[config.mk]
export PLATFORM = sky130hd
export DESIGN_NAME = sram_data_responder
export DESIGN_NICKNAME = d
export VERILOG_FILES = /design/src/rtl/sram_data_responder_pkg.sv /design/src/rtl/sram_data_responder_wait_counter.sv /design/src/rtl/sram_data_responder.sv
export SDC_FILE = /design/constraint.sdc
export NUM_CORES = 1
export LEC_CHECK = 0
export CELL_PAD_IN_SITES_DETAIL_PLACEMENT = 2
export CELL_PAD_IN_SITES_GLOBAL_PLACEMENT = 2
export CORE_MARGIN = 4
export CORE_UTILIZATION = 26
export CTS_BUF_LIST = sky130_fd_sc_hd__clkbuf_2 sky130_fd_sc_hd__clkbuf_4 sky130_fd_sc_hd__clkbuf_8
export CTS_CLUSTER_DIAMETER = 30
export DETAILED_ROUTE_END_ITERATION = 8
export PLACE_DENSITY_LB_ADDON = 0.1
export SLEW_MARGIN = 10
export SYNTH_ARGS = -nofsm -noshare
export SYNTH_HDL_FRONTEND = slang
export SYNTH_HIERARCHICAL = 1
export SYNTH_SLANG_ARGS = --single-unit
[constraint.sdc]
create_clock -name clk -period 2.05 [get_ports clk]
set_clock_uncertainty 0.2 [all_clocks]
set_input_delay 0.3075 -clock clk [delete_from_list [all_inputs] [get_ports clk]]
set_output_delay 0.3075 -clock clk [all_outputs]
set_load 0.05 [all_outputs]
[src/rtl/sram_data_responder_pkg.sv]
// Shared types and constants for the word-to-half-word SRAM responder.
// Pure definitions; no timing or flow-control behaviour of its own.
package sram_pkg;

  typedef enum logic [1:0] {
    ST_IDLE   = 2'd0,
    ST_ACC_LO = 2'd1,
    ST_ACC_HI = 2'd2,
    ST_RESP   = 2'd3
  } sram_state_t;

  localparam int   SRAM_DW      = 16;
  localparam logic STROBE_OFF   = 1'b1;
  localparam logic DQ_DRIVE_OFF = 1'b0;

  // Misaligned word, or any byte-address bit above the SRAM's reach.
  function automatic logic addr_err(input logic [31:0] addr, input int aw);
    logic e;
    e = (addr[1:0] != 2'b00);
    for (int i = 2; i < 32; i++) begin
      if (i > aw && addr[i]) e = 1'b1;
    end
    return e;
  endfunction

endpackage

[src/rtl/sram_data_responder_wait_counter.sv]
// Half-word window timer: reloads WAIT-1 on i_load, counts down to 0 and holds.
// One-cycle load latency; no flow control.
module sram_wait_counter #(
  parameter int WAIT = 2
) (
  input  logic clk,
  input  logic rst,
  input  logic i_load,
  output logic o_last,
  output logic o_we_window,
  output logic o_we_next
);

  localparam int            CW     = $clog2(WAIT);
  localparam logic [CW-1:0] C_LOAD = CW'(WAIT - 1);
  localparam logic [CW-1:0] C_ONE  = CW'(1);

  logic [CW-1:0] r_cnt;

  always_ff @(posedge clk) begin
    if (rst) begin
      r_cnt <= '0;
    end else if (i_load) begin
      r_cnt <= C_LOAD;
    end else if (r_cnt != '0) begin
      r_cnt <= r_cnt - C_ONE;
    end
  end

  assign o_last      = (r_cnt == '0);
  assign o_we_window = (r_cnt != '0);
  // Next cycle still inside the write-enable window; lets the pin register
  // raise we_n exactly at the start of the final (data hold) cycle.
  assign o_we_next   = (r_cnt != '0) && (r_cnt != C_ONE);

endmodule

[src/rtl/sram_data_responder.sv]
// Word load/store responder over a 16-bit async SRAM, two WAIT-cycle halves per word.
// Response 2*WAIT+1 cycles after accept (1 for errors); req_ready only when idle, no rsp backpressure.
module sram_data_responder
  import sram_pkg::*;
#(
  parameter int SRAM_AW = 18,
  parameter int WAIT    = 2
) (
  input  logic               clk,
  input  logic               rst,
  input  logic               req_valid,
  output logic               req_ready,
  input  logic               req_write,
  input  logic [31:0]        req_addr,
  input  logic [31:0]        req_wdata,
  output logic               rsp_valid,
  output logic [31:0]        rsp_rdata,
  output logic               rsp_err,
  output logic [SRAM_AW-1:0] sram_addr,
  output logic               sram_ce_n,
  output logic               sram_oe_n,
  output logic               sram_we_n,
  output logic [SRAM_DW-1:0] sram_dq_out,
  output logic               sram_dq_oe,
  input  logic [SRAM_DW-1:0] sram_dq_in
);

  sram_state_t          r_state;
  logic                 r_write;
  logic [31:0]          r_wdata;
  logic [SRAM_AW-2:0]   r_word;
  logic [SRAM_DW-1:0]   r_rdata_lo;

  logic                 w_hs;
  logic                 w_err;
  logic                 w_load;
  logic                 w_last;
  logic                 w_we_window;
  logic                 w_we_next;
  logic [SRAM_AW-2:0]   w_word;

  assign req_ready = (r_state == ST_IDLE);
  assign w_hs      = req_valid && req_ready;
  assign w_err     = addr_err(req_addr, SRAM_AW);
  assign w_word    = req_addr[SRAM_AW:2];
  assign w_load    = (w_hs && !w_err) || (r_state == ST_ACC_LO && w_last);

  sram_wait_counter #(
    .WAIT (WAIT)
  ) u_wait (
    .clk         (clk),
    .rst         (rst),
    .i_load      (w_load),
    .o_last      (w_last),
    .o_we_window (w_we_window),
    .o_we_next   (w_we_next)
  );

  // Pin registers are loaded with the values for the coming cycle.
  always_ff @(posedge clk) begin
    if (rst) begin
      r_state     <= ST_IDLE;
      r_write     <= 1'b0;
      r_wdata     <= '0;
      r_word      <= '0;
      r_rdata_lo  <= '0;
      rsp_valid   <= 1'b0;
      rsp_rdata   <= '0;
      rsp_err     <= 1'b0;
      sram_addr   <= '0;
      sram_ce_n   <= STROBE_OFF;
      sram_oe_n   <= STROBE_OFF;
      sram_we_n   <= STROBE_OFF;
      sram_dq_out <= '0;
      sram_dq_oe  <= DQ_DRIVE_OFF;
    end else begin
      unique case (r_state)
        ST_IDLE: begin
          if (req_valid) begin
            if (w_err) begin
              r_state   <= ST_RESP;
              rsp_valid <= 1'b1;
              rsp_err   <= 1'b1;
              rsp_rdata <= '0;
            end else begin
              r_state     <= ST_ACC_LO;
              r_write     <= req_write;
              r_wdata     <= req_wdata;
              r_word      <= w_word;
              sram_addr   <= {w_word, 1'b0};
              sram_ce_n   <= 1'b0;
              sram_oe_n   <= req_write;
              sram_we_n   <= !req_write;
              sram_dq_oe  <= req_write;
              sram_dq_out <= req_wdata[15:0];
            end
          end
        end
        ST_ACC_LO: begin
          if (w_last) begin
            if (!r_write) r_rdata_lo <= sram_dq_in;
            r_state     <= ST_ACC_HI;
            sram_addr   <= {r_word, 1'b1};
            sram_we_n   <= !r_write;
            sram_dq_out <= r_wdata[31:16];
          end else begin
            sram_we_n <= !(r_write && w_we_next);
          end
        end
        ST_ACC_HI: begin
          if (w_last) begin
            r_state    <= ST_RESP;
            rsp_valid  <= 1'b1;
            rsp_err    <= 1'b0;
            rsp_rdata  <= r_write ? 32'h0 : {sram_dq_in, r_rdata_lo};
            sram_ce_n  <= STROBE_OFF;
            sram_oe_n  <= STROBE_OFF;
            sram_we_n  <= STROBE_OFF;
            sram_dq_oe <= DQ_DRIVE_OFF;
          end else begin
            sram_we_n <= !(r_write && w_we_next);
          end
        end
        ST_RESP: begin
          rsp_valid <= 1'b0;
          r_state   <= ST_IDLE;
        end
        default: r_state <= ST_IDLE;
      endcase
    end
  end

  a_no_oe_we_overlap: assert property (@(posedge clk) disable iff (rst)
    !(!sram_oe_n && !sram_we_n));
  a_we_in_window: assert property (@(posedge clk) disable iff (rst)
    (!sram_we_n |-> w_we_window));

endmodule

After elaboration in Yosys (flattened, before gate mapping)
Cells that the tools add are included.
Word-level totals
  register bits: 141
  input bits: 84
  output and inout port bits: 73
  logic and storage cells: 98
Operators by class
  add/subtract/negate cells: 1
  eq/ne operators: 8
  muxes and demuxes: 50
  bitwise gates (word level): 3
  reduce and logical (&&, ||, !) cells: 21
Operator list (count)
  32-bit two-way mux: 4
  32-bit one-hot mux with 2 select lines: 1
  18-bit two-way mux: 3
  16-bit two-way mux: 3
  18-bit one-hot mux with 2 select lines: 1
  16-bit one-hot mux with 2 select lines: 1
  1-bit two-way mux: 26
  4-bit AND reduction: 4
  3-bit AND reduction: 4
  2-bit two-way mux: 4
  2-bit != test, second input constant: 4
  1-bit one-hot mux with 2 select lines: 4
  2-bit one-hot mux with 4 select lines: 1
  1-bit one-hot mux with 3 select lines: 2
  2-bit nonzero test: 3
  3-bit nonzero test: 2
  2-bit equality test, second input constant: 2
  1-bit logical AND: 3
  1-bit zero test: 3
  1-bit NOT: 3
  2-bit by 1-bit equality test with 1-bit output, second input constant: 1
  2-bit zero test: 1
  2-bit by 1-bit != test with 1-bit output, second input constant: 1
  1-bit logical OR: 1
  1-bit subtractor, second input constant: 1

Logic depth before layout (Yosys ltp)
Gate-level depths: netlist of run 1.
  depth after elaboration: 18
  depth in mapped cells: 9
  mapped depth without buffers: 6

Modules after synthesis
The synthesis of run 1 kept the hierarchy.
Modules (own cells, without submodules)
  sram_data_responder: times used 1, cells each 630, area an instance 5540.3 µm²
  sram_wait_counter: times used 1, cells each 5, area an instance 48.8 µm²

Least setup slack after synthesis of run 1
OpenSTA, ideal clock, no wires.
  path kind: flip-flop to flip-flop
  start: register r_state[0]
  end: register rsp_rdata[0]
  library setup time: 0.119 ns
  arrival time: 1.995 ns
  slack: -0.264 ns
  cell stages (with the launch flop): 9
  period minus slack after synthesis: 2.314 ns
  cells stage by stage: dfxtp_1 -> inv_1 -> ha_1 -> buf_2 -> nor2_1 -> or3b_1 -> buf_6 -> buf_12 -> mux2i_1
On the way
  longest elaborated chain between the ends: 3
  elaborated cells between the ends (all ways): 8
  classes of those cells: 4 x eq/ne; 1 x mux; 3 x reduce/logical
Ends and longest elaborated chain
  from (decl): line sram_data_responder.sv:28  | sram_state_t r_state;
  from (signal assigned): line sram_data_responder.sv:62  | r_state <= ST_IDLE;
  from (signal assigned): line sram_data_responder.sv:81  | r_state <= ST_RESP;
  from (signal assigned): line sram_data_responder.sv:86  | r_state <= ST_ACC_LO;
  2-bit zero test *
  net req_ready: line sram_data_responder.sv:12  | output logic req_ready,
  2-bit by 1-bit != test with 1-bit output (no source line) (tied with other cells)
  4-bit AND reduction (no source line)
  to (signal assigned): line sram_data_responder.sv:115  | rsp_rdata <= r_write ? 32'h0 : {sram_dq_in, r_rdata_lo};
  to (decl): line sram_data_responder.sv:17  | output logic [31:0] rsp_rdata,
The timed path passes the listed nets; every way through them passes the cells marked *.
A chain may end at the register's enable or synchronous reset.

Final worst setup path of run 1
  start: register r_state[1]
  end: register rsp_rdata[12]
On the way
  longest elaborated chain between the ends: 3
  elaborated cells between the ends (all ways): 8
  classes of those cells: 4 x eq/ne; 1 x mux; 3 x reduce/logical
Ends and longest elaborated chain
  2-bit equality test or 2-bit zero test (tied branches): line sram_data_responder.sv:77  | unique case (r_state)
  2-bit != test (no source line) (tied with other cells)
  4-bit AND reduction (no source line)
Several ways; a longest one is shown, not always the timed one.

==> results of run 1 <==
worst paths after layout:
check	from	endpoint	slack [ns]	cells past startpoint
worst max register to register	r_state[1]$_SDFFE_PP0P_	rsp_rdata[12]$_SDFFE_PP0P_	0.02	7
worst min-delay path	rst	r_wdata[28]$_SDFFE_PP0P_	0.07	2
worst min register to register	rsp_rdata[28]$_SDFFE_PP0P_	rsp_rdata[28]$_SDFFE_PP0P_	0.26	2
worst max-delay path	r_state[1]$_SDFFE_PP0P_	rsp_rdata[12]$_SDFFE_PP0P_	0.02	7
metrics by stage:
step	hold WS (ns)	area [µm²]	instances	power, mW	setup WS [ns]
after detailed placement	0.251	7560	1050	7.11	-0.368
final	0.0671	8090	1088	9.86	0.0204
after global routing	0.0568	8090	1088	10.4	-0.0784
after CTS	0.0271	8000	1084	9.76	-0.0361
after global placement	0.240	7560	1050	7.00	-0.251
after floorplan	0.172	5600	635	5.84	0.000254
power groups by stage:
stage               Clock (mW)  Sequential (mW)  Combinational [mW]
floorplan                    0             3.60                2.24
global placement             0             2.94                4.06
detailed placement           0             2.96                4.16
CTS                       2.55             2.90                4.32
global route              2.65             2.94                4.81
finish                    2.46             2.90                4.50
cell families after synthesis:
kind of cell | Yosys count | synth area share
and+or+nand+nor | 239 | 0.192
DFF | 125 | 0.448
AOI/OAI and AO/OA | 103 | 0.0992
muxes | 103 | 0.192
buffers and inverters | 59 | 0.0573
adders and majority gates | 5 | 0.0112
other | 1 | 0.000671
worst register-to-register path, cell delays in order (launching register included):
cell	delay, ns
sky130_fd_sc_hd__dfxtp_2	0.34
sky130_fd_sc_hd__buf_4	0.15
sky130_fd_sc_hd__ha_1	0.24
sky130_fd_sc_hd__inv_2	0.09
sky130_fd_sc_hd__o21ai_2	0.08
sky130_fd_sc_hd__or3b_4	0.48
sky130_fd_sc_hd__clkbuf_16	0.22
sky130_fd_sc_hd__mux2i_1	0.12
metal layers:
metal  wire length [µm]  GRT usage  vias to the layer above
li1                   -          -                     2479
met1               8500      0.191                     2542
met2              10400      0.297                      127
met3                920     0.0431                       20
met4                202     0.0492                        0
met5                  0          0                        -
cells in the final DEF, fill, tap and decap left out, drive strengths merged:
cell type,n
or2b,2
inv,7
conb,1
bufinv,4
nor3b,1
nand4,2
or3b,2
or2,2
o211ai,2
mux2i,69
o21ai,40
ha,5
nand2,167
dfxtp,125
a211oi,2
nor2b,5
nor3,5
a41oi,1
dlygate4sd2,61
clkinvlp,3
nand3,35
and2,1
a31oi,3
nor4b,1
a21oi,54
o21a,1
nor2,11
clkdlybuf4s50,82
and4,2
clkinv,6
clkbuf,21
buf,53
mux2,34
nor4,3
synthesized netlist by cell type (6+ instances only):
library cell,count
sky130_fd_sc_hd__a21oi_1,54
sky130_fd_sc_hd__buf_2,10
sky130_fd_sc_hd__clkbuf_1,33
sky130_fd_sc_hd__dfxtp_1,125
sky130_fd_sc_hd__inv_1,6
sky130_fd_sc_hd__mux2_2,34
sky130_fd_sc_hd__mux2i_1,69
sky130_fd_sc_hd__nand2_1,167
sky130_fd_sc_hd__nand3_1,35
sky130_fd_sc_hd__nor2_1,11
sky130_fd_sc_hd__o21ai_0,39
cell type report:
| class | count | area (µm²) |
|---|---|---|
| Sequential cell | 125 | 2500 |
| Fill cell | 2324 | 13000 |
| Clock buffer | 19 | 255 |
| Tap cell | 275 | 344 |
| Clock inverter | 13 | 190 |
| Inverter | 7 | 30.0 |
| Multi-Input combinational cell | 451 | 2820 |
| Timing Repair Buffer | 198 | 1950 |
timing repair:
action                                 CTS  global route
pin swaps                                2             2
endpoints found under the hold margin    0             0
gates resized for setup                 69             8
setup endpoints to repair              126            65
gates cloned                             2             2
buffers inserted                         0             2
sequential cells by signal, summed over array words and instances, names as in the netlist:
register and count:
r_rdata_lo 16, r_state 2, r_wdata 16, r_word 17
r_write 1, rsp_err 1, rsp_rdata 32, rsp_valid 1
sram_addr 18, sram_ce_n 1, sram_dq_oe 1, sram_dq_out 16
sram_oe_n 1, sram_we_n 1, u_wait/o_we_window 1
==> flow_summary.rst, run 1 <==
.. list-table::
   :header-rows: 1

   * - Metric
     - Value
   * - Proportion of layout cells with a drive suffix above 1
     - 0.176
   * - Achievable clock frequency
     - 493 MHz
   * - Clock buffers created by TritonCTS
     - 17
   * - Worst-margin pin slew
     - 0.509 ns
   * - Total congestion overflow after global routing
     - 0
   * - Count of nets left with antenna violations after detail routing
     - 0
   * - Worst ir drop on vdd
     - 0.000571 V
   * - Result of the run
     - finished, final reports clean
   * - Height of the die
     - 155 µm
   * - Longest individual stage delay on the worst path
     - 0.48 ns
   * - DRT iter0 DRCs
     - 174
   * - GP Congestion
     - 0.751
   * - Number of global-route vias before repair
     - 5,846
   * - Total negative slack for setup checks
     - 0 ns
   * - Combined buffer and inverter count along the critical path
     - 3
   * - Post-route fraction of the period consumed by the critical path
     - 0.990
   * - Share of synthesized registers carrying an async set or reset
     - 0
   * - Required arrival time at the worst endpoint
     - 2.18 ns
   * - Count of standard-cell rows
     - 53
   * - First-pass GRT wire length
     - 31.0 mm
   * - P&R area growth vs syn
     - 44.8%
   * - DRC violation count after routing
     - 0
   * - Count of maximum capacitance violations
     - 0
   * - Setup repair after global routing missed its margin
     - yes
   * - Clock network fraction of total power
     - 0.249
   * - Count of buffers from port buffering
     - 156
   * - Die footprint
     - 23,900 µm²
   * - Final setup viols
     - 0
   * - Core region area
     - 21,100 µm²
   * - Distinct cells, synth
     - 38
   * - Sort of element at the start of the critical path
     - register
   * - Arrival time of data at the critical path endpoint
     - 2.16 ns
   * - Sequential fraction of design power
     - 0.294
   * - Effective utilization at floorplan
     - 0.265
   * - Maximum count of clock buffers along a single path
     - 2
   * - Internal power
     - 6.08 mW
   * - Max-slew violations
     - 0
   * - Count of endpoints failing hold in the final timing report
     - 0
   * - Via density per instance
     - 4.75
   * - Antenna violations before repair
     - 0
   * - Crit path capture type
     - register
   * - Total number of vias
     - 5,168
   * - Total nets after synthesis
     - 724
   * - Leading area contributor after synthesis
     - sky130_fd_sc_hd__dfxtp_1
   * - Routed length per placed instance
     - 18.4 µm
   * - Number of inserted diodes
     - 0
   * - Insertion delay to the later sink of the worst-skew pair
     - 0.45 ns
   * - Number of flops mapped to enable cells by yosys
     - 0
   * - Clock tree from TritonCTS
     - built
   * - Chip width
     - 155 µm
   * - Final standard cell utilization of the core
     - 0.384
   * - Yosys warning count
     - 6
   * - Number of synthesized register bits
     - 125
   * - Clock sink count
     - 125
   * - Count of H-tree levels built during CTS
     - 4
   * - Total global routing track utilization
     - 0.165
   * - Top-level port count
     - 157
   * - Aggregate routed wire length
     - 20.0 mm
   * - Worst Path Max Fanout
     - 8
   * - Router iterations before antenna repair
     - 4
   * - Slew headroom
     - 0.662
   * - Seq/Total Area, Yosys
     - 0.448
   * - Library cell contributing the largest single delay on the critical path
     - sky130_fd_sc_hd__or3b_4
   * - Largest net degree at the start of global routing
     - 87
   * - Setup CP Type
     - reg2reg
   * - Synth Flop Type
     - sky130_fd_sc_hd__dfxtp_1
   * - P per Cell Area
     - 1220 nW/µm²
   * - Buffer type at the clock tree root
     - sky130_fd_sc_hd__clkbuf_8
   * - Switching component of the power
     - 3.77 mW
   * - Leakage
     - 3.45 nW
   * - Biggest area contributors in the synthesized netlist
     - sky130_fd_sc_hd__dfxtp_1 (45%), sky130_fd_sc_hd__mux2i_1 (12%), sky130_fd_sc_hd__nand2_1 (11%), sky130_fd_sc_hd__mux2_2 (6.9%), sky130_fd_sc_hd__a21oi_1 (4.8%)
   * - Syn Area/Cell
     - 8.80 µm²
   * - Final worst path period need
     - 2.03 ns
   * - Detailed placement HPWL
     - 13.8 mm
   * - CTS clk-pin slew, worst paths
     - 0.07 ns
   * - Top cell type's share of synthesized area
     - 0.448
   * - Worst path cell trace
     - buf_4 -> ha_1 -> inv_2 -> o21ai_2 -> or3b_4 -> clkbuf_16 -> mux2i_1
   * - Area of the mapped netlist
     - 5590 µm²
   * - Syn Inst Count
     - 635
   * - Total number of nets in the final design
     - 889
   * - Sw frac
     - 0.383
   * - Classification of the worst-slack hold path
     - in2reg
   * - Part of the power in combinational logic
     - 0.456
   * - Number of hold buffers added after CTS
     - 0
   * - Cell type group with the largest total delay on the critical path
     - simple AND/OR/NAND/NOR gates
No activity file was read; power rests on OpenSTA's default activity.
==> run 2: changes to the inputs <==
Settings changed: CORE_UTILIZATION 26 to 25, CTS_BUF_LIST sky130_fd_sc_hd__clkbuf_2 sky130_fd_sc_hd__clkbuf_4 sky130_fd_sc_hd__clkbuf_8 to not set, CTS_CLUSTER_DIAMETER 30 to 60.
==> flow_summary.rst, run 2 (synthesis results as in run 1) <==
.. list-table::
   :header-rows: 1

   * - Metric
     - Value
   * - Sort of element at the start of the critical path
     - register
   * - Count of standard-cell rows
     - 54 (+1.9%)
   * - Via density per instance
     - 4.71 (-0.80%)
   * - Count of nets left with antenna violations after detail routing
     - 0 (unchanged)
   * - Post-detailed-placement cell area
     - 7560 µm² (about the same)
   * - Count of placed standard cells in the final layout, fillers left out
     - 1,091 (+0.28%)
   * - Clock tree from TritonCTS
     - built
   * - Crit path setup slack, layout
     - -0.00314 ns (-0.0235 ns)
   * - Detailed placement HPWL
     - 13.8 mm (about the same)
   * - DRT iter0 DRCs
     - 143 (-18%)
   * - Height of the die
     - 158 µm (+1.9%)
   * - Required arrival time at the worst endpoint
     - 2.18 ns (about the same)
   * - Multi-input logic area
     - 2850 µm² (+0.89%)
   * - Clock buffers created by TritonCTS
     - 17 (unchanged)
   * - Total congestion overflow after global routing
     - 0 (unchanged)
   * - Buffer type at the clock tree root
     - sky130_fd_sc_hd__clkbuf_16
   * - Worst Path Max Fanout
     - 8 (unchanged)
   * - Routed length per placed instance
     - 18.2 µm (-0.88%)
   * - Most common library cell in the layout ignoring fill and taps
     - sky130_fd_sc_hd__nand2_1
   * - Core region area
     - 21,900 µm² (+3.8%)
   * - Final setup viols
     - 1 (+1)
   * - Setup repair after global routing missed its margin
     - yes
   * - Violated checks
     - setup timing
   * - Largest registers
     - rsp_rdata x32, sram_addr x18, r_word x17
   * - Number of hold buffers added after CTS
     - 0 (unchanged)
   * - Setup CP Type
     - reg2reg
   * - Top-level port count
     - 157 (unchanged)
   * - Antenna violations before repair
     - 2 (+2)
   * - DRC violation count after routing
     - 0 (unchanged)
   * - Insertion delay to the later sink of the worst-skew pair
     - 0.41 ns (-0.04 ns)
   * - GP Congestion
     - 0.775 (+3.2%)
   * - Slew headroom
     - 0.658 (-0.00469)
   * - Final worst path period need
     - 2.05 ns (+0.0235 ns)
   * - Flip-flop count of the largest register after layout
     - 32 (unchanged)
   * - Smallest hold slack
     - 0.195 ns (+0.128 ns)
   * - Achievable clock frequency
     - 487 MHz (-1.1%)
   * - Chip width
     - 158 µm (+1.9%)
   * - Die footprint
     - 24,800 µm² (+3.8%)
   * - Crit path capture type
     - register
   * - Count of buffers from port buffering
     - 156 (unchanged)
   * - Classification of the worst-slack hold path
     - in2reg
   * - Effective utilization at floorplan
     - 0.255 (-0.00973)
   * - Result of the run
     - complete, but fails checks
   * - Final-layout fill cell count
     - 2,418 (+4.0%)
   * - Count of endpoints failing hold in the final timing report
     - 0 (unchanged)
   * - Largest net degree at the start of global routing
     - 64 (-26%)
   * - Clock sink count
     - 125 (unchanged)
   * - Max-slew violations
     - 0 (unchanged)
   * - Maximum count of clock buffers along a single path
     - 2 (unchanged)
   * - Combined flip-flop and latch cell area
     - 2500 µm² (unchanged)
   * - First-pass GRT wire length
     - 30.4 mm (-2.0%)
   * - Worst reg2reg startpoint
     - r_state[1]$_SDFFE_PP0P_
   * - Leading cell types in the layout, fill and taps excluded
     - sky130_fd_sc_hd__nand2_1 (167), sky130_fd_sc_hd__dfxtp_1 (123), sky130_fd_sc_hd__clkdlybuf4s50_1 (82)
   * - Final instance area
     - 8290 µm² (+2.4%)
   * - Arrival time of data at the critical path endpoint
     - 2.18 ns (+0.02 ns)
   * - Worst Min Path Start
     - rst
   * - Count of H-tree levels built during CTS
     - 4 (unchanged)
   * - Proportion of layout cells with a drive suffix above 1
     - 0.180 (+0.00458)
   * - Worst ir drop on vdd
     - 0.000604 V (+5.8%)
   * - Number of global-route vias before repair
     - 5,757 (-1.5%)
   * - P&R area growth vs syn
     - 48.3%
   * - Leakage
     - 3.51 nW (+1.8%)
   * - Router iterations before antenna repair
     - 4 (unchanged)
   * - P per Cell Area
     - 1270 nW/µm² (+4.5%)
   * - Beginning of the critical path
     - r_state[1]$_SDFFE_PP0P_
   * - Placed cell count
     - 1,051 (+0.095%)
   * - Total global routing track utilization
     - 0.157 (-0.00756)
   * - Post-route fraction of the period consumed by the critical path
     - 1.00 (+0.0115)
   * - Aggregate routed wire length
     - 19.9 mm (-0.60%)
   * - Register bank with the most flops
     - rsp_rdata
   * - Total number of nets in the final design
     - 885 (-0.45%)
   * - Total number of vias
     - 5,141 (-0.52%)
   * - Worst-margin pin slew
     - 0.516 ns (+0.00706 ns)
   * - Count of maximum capacitance violations
     - 0 (unchanged)
   * - CTS clk-pin slew, worst paths
     - 0.06 ns (about the same)
   * - Placement Setup Slack
     - -0.395 ns (-0.0266 ns)
## run 2: cell types whose count changed in the layout (fill, tap and decap cells not counted), moves of 3 or more
cell / previous run / this run
sky130_fd_sc_hd__mux2i_2: 0 / 3
sky130_fd_sc_hd__mux2i_1: 69 / 66
sky130_fd_sc_hd__buf_12: 8 / 11
sky130_fd_sc_hd__buf_4: 40 / 36
sky130_fd_sc_hd__clkbuf_8: 18 / 3
sky130_fd_sc_hd__clkbuf_16: 2 / 19
## run 2: power breakdown
part / total, mW / switching, mW / internal, mW
combinational: 4.57 / 2.55 / 2.02
clock: 3.08 / 1.18 / 1.90
sequential: 2.90 / 0.165 / 2.73
## run 2: worst max-delay path: stages (launching register included)
cell and delay [ns]:
sky130_fd_sc_hd__dfxtp_2 0.33, sky130_fd_sc_hd__inv_4 0.07, sky130_fd_sc_hd__ha_4 0.16, sky130_fd_sc_hd__nor4b_4 0.19
sky130_fd_sc_hd__nand4_1 0.17, sky130_fd_sc_hd__or3b_4 0.41, sky130_fd_sc_hd__buf_12 0.19, sky130_fd_sc_hd__mux2i_2 0.23
## run 2: repair_timing
action,CTS,global route
setup endpoints to repair,123,83
resized for setup,65,16
buffers inserted,0,2
cloned,2,2
pin swaps,1,1
## run 2: metal layers
metal | wire, µm | part of all wire | global-route usage | vias to the layer above
li1 | - | - | - | 2479
met1 | 8590 | 0.43 | 0.182 | 2532
met5 | 0 | 0 | 0 | -
met4 | 326 | 0.016 | 0.0500 | 0
met2 | 10300 | 0.52 | 0.290 | 111
met3 | 653 | 0.033 | 0.0316 | 19
## run 2: per-stage QoR
| stage | utilization | setup TNS, ns | total power [mW] |
|---|---|---|---|
| detailed placement | 0.345 | -28.59 | 7.10 |
| global placement | 0.345 | -18.61 | 7.01 |
| CTS | 0.373 | -1.58 | 10.5 |
| finish | 0.379 | -0.00314 | 10.5 |
| floorplan | - | 0 | 5.84 |
| global route | 0.379 | -2.24 | 11.1 |
## run 2: layout make-up
class	instances	area share
Antenna cell	2	0.000604
Clock buffer	20	0.0563
Clock inverter	12	0.0165
Inverter	7	0.00362
Multi-Input combinational cell	451	0.343
Sequential cell	125	0.302
Tap cell	280	0.0423
Timing Repair Buffer	194	0.235
## run 2: worst paths after layout
check | endpoint | cells past startpoint | slack (ns)
worst max-delay path | rsp_rdata[26]$_SDFFE_PP0P_ | 7 | -0.003
worst min-delay path | r_wdata[17]$_SDFFE_PP0P_ | 3 | 0.19
worst max register to register | rsp_rdata[26]$_SDFFE_PP0P_ | 7 | -0.003
worst min register to register | sram_addr[16]$_SDFFE_PP0P_ | 2 | 0.26
==> run 3: changes to the inputs <==
==> constraint.sdc (replaced) <==
create_clock -name clk -period 2.05 [get_ports clk]
set_clock_uncertainty 0.2 [all_clocks]
set_input_delay 0.205 -clock clk [delete_from_list [all_inputs] [get_ports clk]]
set_output_delay 0.205 -clock clk [all_outputs]
set_load 0.05 [all_outputs]
==> flow_summary.rst, run 3 (synthesis results as in run 1) <==
.. list-table::
   :header-rows: 1

   * - Metric
     - Value
   * - Count of standard-cell rows
     - 54 (unchanged)
   * - Required arrival time at the worst endpoint
     - 1.64 ns (-0.54 ns)
   * - Setup repair after global routing missed its margin
     - yes
   * - Detailed placement HPWL
     - 13.9 mm (+0.76%)
   * - Buffer type at the clock tree root
     - sky130_fd_sc_hd__clkbuf_16
   * - Setup CP Type
     - reg2out
   * - Core region area
     - 21,900 µm² (unchanged)
   * - Crit path setup slack, layout
     - 0.0537 ns (+0.0568 ns)
   * - Sort of element at the start of the critical path
     - register
   * - Hold Crit Endpoint
     - r_wdata[17]$_SDFFE_PP0P_
   * - Count of endpoints failing hold in the final timing report
     - 0 (unchanged)
   * - Depth of the most critical reg-to-reg path
     - 7 (unchanged)
   * - Count of H-tree levels built during CTS
     - 4 (unchanged)
   * - Effective utilization at floorplan
     - 0.255 (unchanged)
   * - Number of hold buffers added after CTS
     - 0 (unchanged)
   * - Worst path cell trace
     - clkdlybuf4s50_1
   * - Number of inserted diodes
     - 0 (-2)
   * - Maximum count of clock buffers along a single path
     - 2 (unchanged)
   * - Leading cell types in the layout, fill and taps excluded
     - sky130_fd_sc_hd__nand2_1 (167), sky130_fd_sc_hd__clkdlybuf4s50_1 (143), sky130_fd_sc_hd__dfxtp_1 (123)
   * - Worst ir drop on vdd
     - 0.000584 V (-3.3%)
   * - Combined buffer and inverter count along the critical path
     - 1 (-1)
   * - Total negative slack for setup checks
     - 0 ns (+0.00314 ns)
   * - Number of cells traversed by the worst hold path
     - 3 (unchanged)
   * - Library cell contributing the largest single delay on the critical path
     - sky130_fd_sc_hd__clkdlybuf4s50_1
   * - Proportion of layout cells with a drive suffix above 1
     - 0.167 (-0.0134)
   * - Total congestion overflow after global routing
     - 0 (unchanged)
   * - DRC violation count after routing
     - 0 (unchanged)
   * - Classification of the worst-slack hold path
     - in2reg
   * - Reg-to-Reg End
     - rsp_rdata[0]$_SDFFE_PP0P_
   * - Worst Min Path Start
     - rst
   * - Crit path capture type
     - output pin
   * - Total number of nets in the final design
     - 884 (-0.11%)
   * - Number of global-route vias before repair
     - 5,786 (+0.50%)
   * - Leakage
     - 3.27 nW (-6.7%)
   * - Clock sink count
     - 125 (unchanged)
   * - Final worst path period need
     - 2.00 ns (-0.0568 ns)
   * - Worst-margin pin slew
     - 0.534 ns (+0.0184 ns)
   * - DRT iter0 DRCs
     - 200 (+40%)
   * - Largest net degree at the start of global routing
     - 64 (unchanged)
   * - Die footprint
     - 24,800 µm² (unchanged)
   * - Clock tree from TritonCTS
     - built
   * - Count of buffers from port buffering
     - 156 (unchanged)
   * - Slew headroom
     - 0.643 (-0.0147)
   * - CTS clk-pin slew, worst paths
     - 0.06 ns (about the same)
   * - Register bank with the most flops
     - rsp_rdata
   * - Clock buffers created by TritonCTS
     - 17 (unchanged)
   * - Largest registers
     - rsp_rdata x32, sram_addr x18, r_word x17
   * - GP Congestion
     - 0.767 (-0.99%)
   * - Longest individual stage delay on the worst path
     - 0.82 ns (+0.41 ns)
   * - Aggregate routed wire length
     - 20.3 mm (+2.1%)
   * - Arrival time of data at the critical path endpoint
     - 1.59 ns (-0.59 ns)
   * - Max-slew violations
     - 0 (unchanged)
   * - P per Cell Area
     - 1270 nW/µm² (-0.45%)
   * - Achievable clock frequency
     - 501 MHz (+2.8%)
   * - First-pass GRT wire length
     - 31.0 mm (+2.0%)
   * - Placement Setup Slack
     - -0.229 ns (+0.165 ns)
   * - Top-level port count
     - 157 (unchanged)
   * - Flip-flop count of the largest register after layout
     - 32 (unchanged)
   * - Final setup viols
     - 0 (-1)
   * - Antenna violations before repair
     - 0 (-2)
   * - Routed length per placed instance
     - 18.7 µm (+2.4%)
   * - Router iterations before antenna repair
     - 4 (unchanged)
   * - Insertion delay to the later sink of the worst-skew pair
     - 0.41 ns (about the same)
   * - Chip width
     - 158 µm (unchanged)
   * - Cell type group with the largest total delay on the critical path
     - buffers and inverters
   * - Post-route fraction of the period consumed by the critical path
     - 0.974 (-0.0277)
   * - Most common library cell in the layout ignoring fill and taps
     - sky130_fd_sc_hd__nand2_1
   * - Count of maximum capacitance violations
     - 0 (unchanged)
   * - Count of nets left with antenna violations after detail routing
     - 0 (unchanged)
   * - Height of the die
     - 158 µm (unchanged)
   * - R2R Setup Slk
     - 0.07 ns (+0.07 ns)
   * - Total number of vias
     - 5,149 (+0.16%)
   * - P&R area growth vs syn
     - 48.8%
   * - Worst reg2reg startpoint
     - r_state[1]$_SDFFE_PP0P_
   * - Worst Path Max Fanout
     - 3 (-5)
   * - Total global routing track utilization
     - 0.161 (+0.00355)
   * - Via density per instance
     - 4.73 (+0.43%)
   * - Result of the run
     - finished, final reports clean
[run 3: cell count changes in the layout (fill, tap and decap cells not counted), sizes merged]
| cell | change |
|---|---|
| dlygate4sd2 | -60 |
| clkinv | -1 |
| clkinvlp | -1 |
| clkdlybuf4s50 | +61 |
| dlymetal6s2s | +5 |
| diode | -2 |
| buf | -7 |
| clkbuf | +2 |
| inv | -1 |
| bufinv | +1 |
[run 3: per-layer routing]
layer  vias to the layer above  track usage  part of all wire
met5                         -            0                 0
met2                       112        0.300              0.54
met4                         0       0.0389            0.0094
met3                        16       0.0363             0.040
li1                       2471            -                 -
met1                      2550        0.185              0.42
[run 3: metrics by stage]
step / utilization / hold WS [ns] / area (µm²) / instances / power (mW)
after global routing: 0.380 / 0.107 / 8320 / 1088 / 11.1
after detailed placement: 0.345 / 0.252 / 7550 / 1051 / 7.07
after floorplan: - / 0.0693 / 5600 / 635 / 5.84
after global placement: 0.345 / 0.244 / 7550 / 1051 / 6.95
after CTS: 0.374 / 0.0889 / 8190 / 1084 / 10.4
final: 0.380 / 0.107 / 8320 / 1088 / 10.5
[run 3: power breakdown]
| group | total (mW) | internal, mW | switching (mW) |
|---|---|---|---|
| logic | 4.51 | 1.98 | 2.53 |
| registers | 2.91 | 2.73 | 0.172 |
| clock network | 3.12 | 1.98 | 1.14 |
[run 3: cell type report]
cell class              count  area, µm²
well taps                 280        350
multi-input cells         451       2830
inverters                   7       30.0
clock buffers              22        464
fillers                  2417      13600
flip-flops and latches    125       2500
clock inverters            10        138
repair buffers            193       2000
[run 3: timing repair]
item,CTS,global route
buffers inserted,0,2
gates resized for setup,6,21
setup endpoints to repair,39,83
cloned,1,2
pin swaps,0,1
[run 3: how the worst max path moves through the flow]
stage / start / end / depth (start not counted)
after detailed placement: req_addr[20] / rsp_rdata[19]$_SDFFE_PP0P_ / 6
after floorplan: r_state[0]$_SDFFE_PP0P_ / rsp_rdata[0]$_SDFFE_PP0P_ / 8
after global routing: r_state[1]$_SDFFE_PP0P_ / rsp_rdata[0]$_SDFFE_PP0P_ / 7
after global placement: req_addr[20] / rsp_rdata[31]$_SDFFE_PP0P_ / 6
after CTS: r_state[0]$_SDFFE_PP0P_ / r_rdata_lo[0]$_SDFFE_PP0P_ / 7
final: sram_addr[0]$_SDFFE_PP0P_ / sram_addr[0] / 1
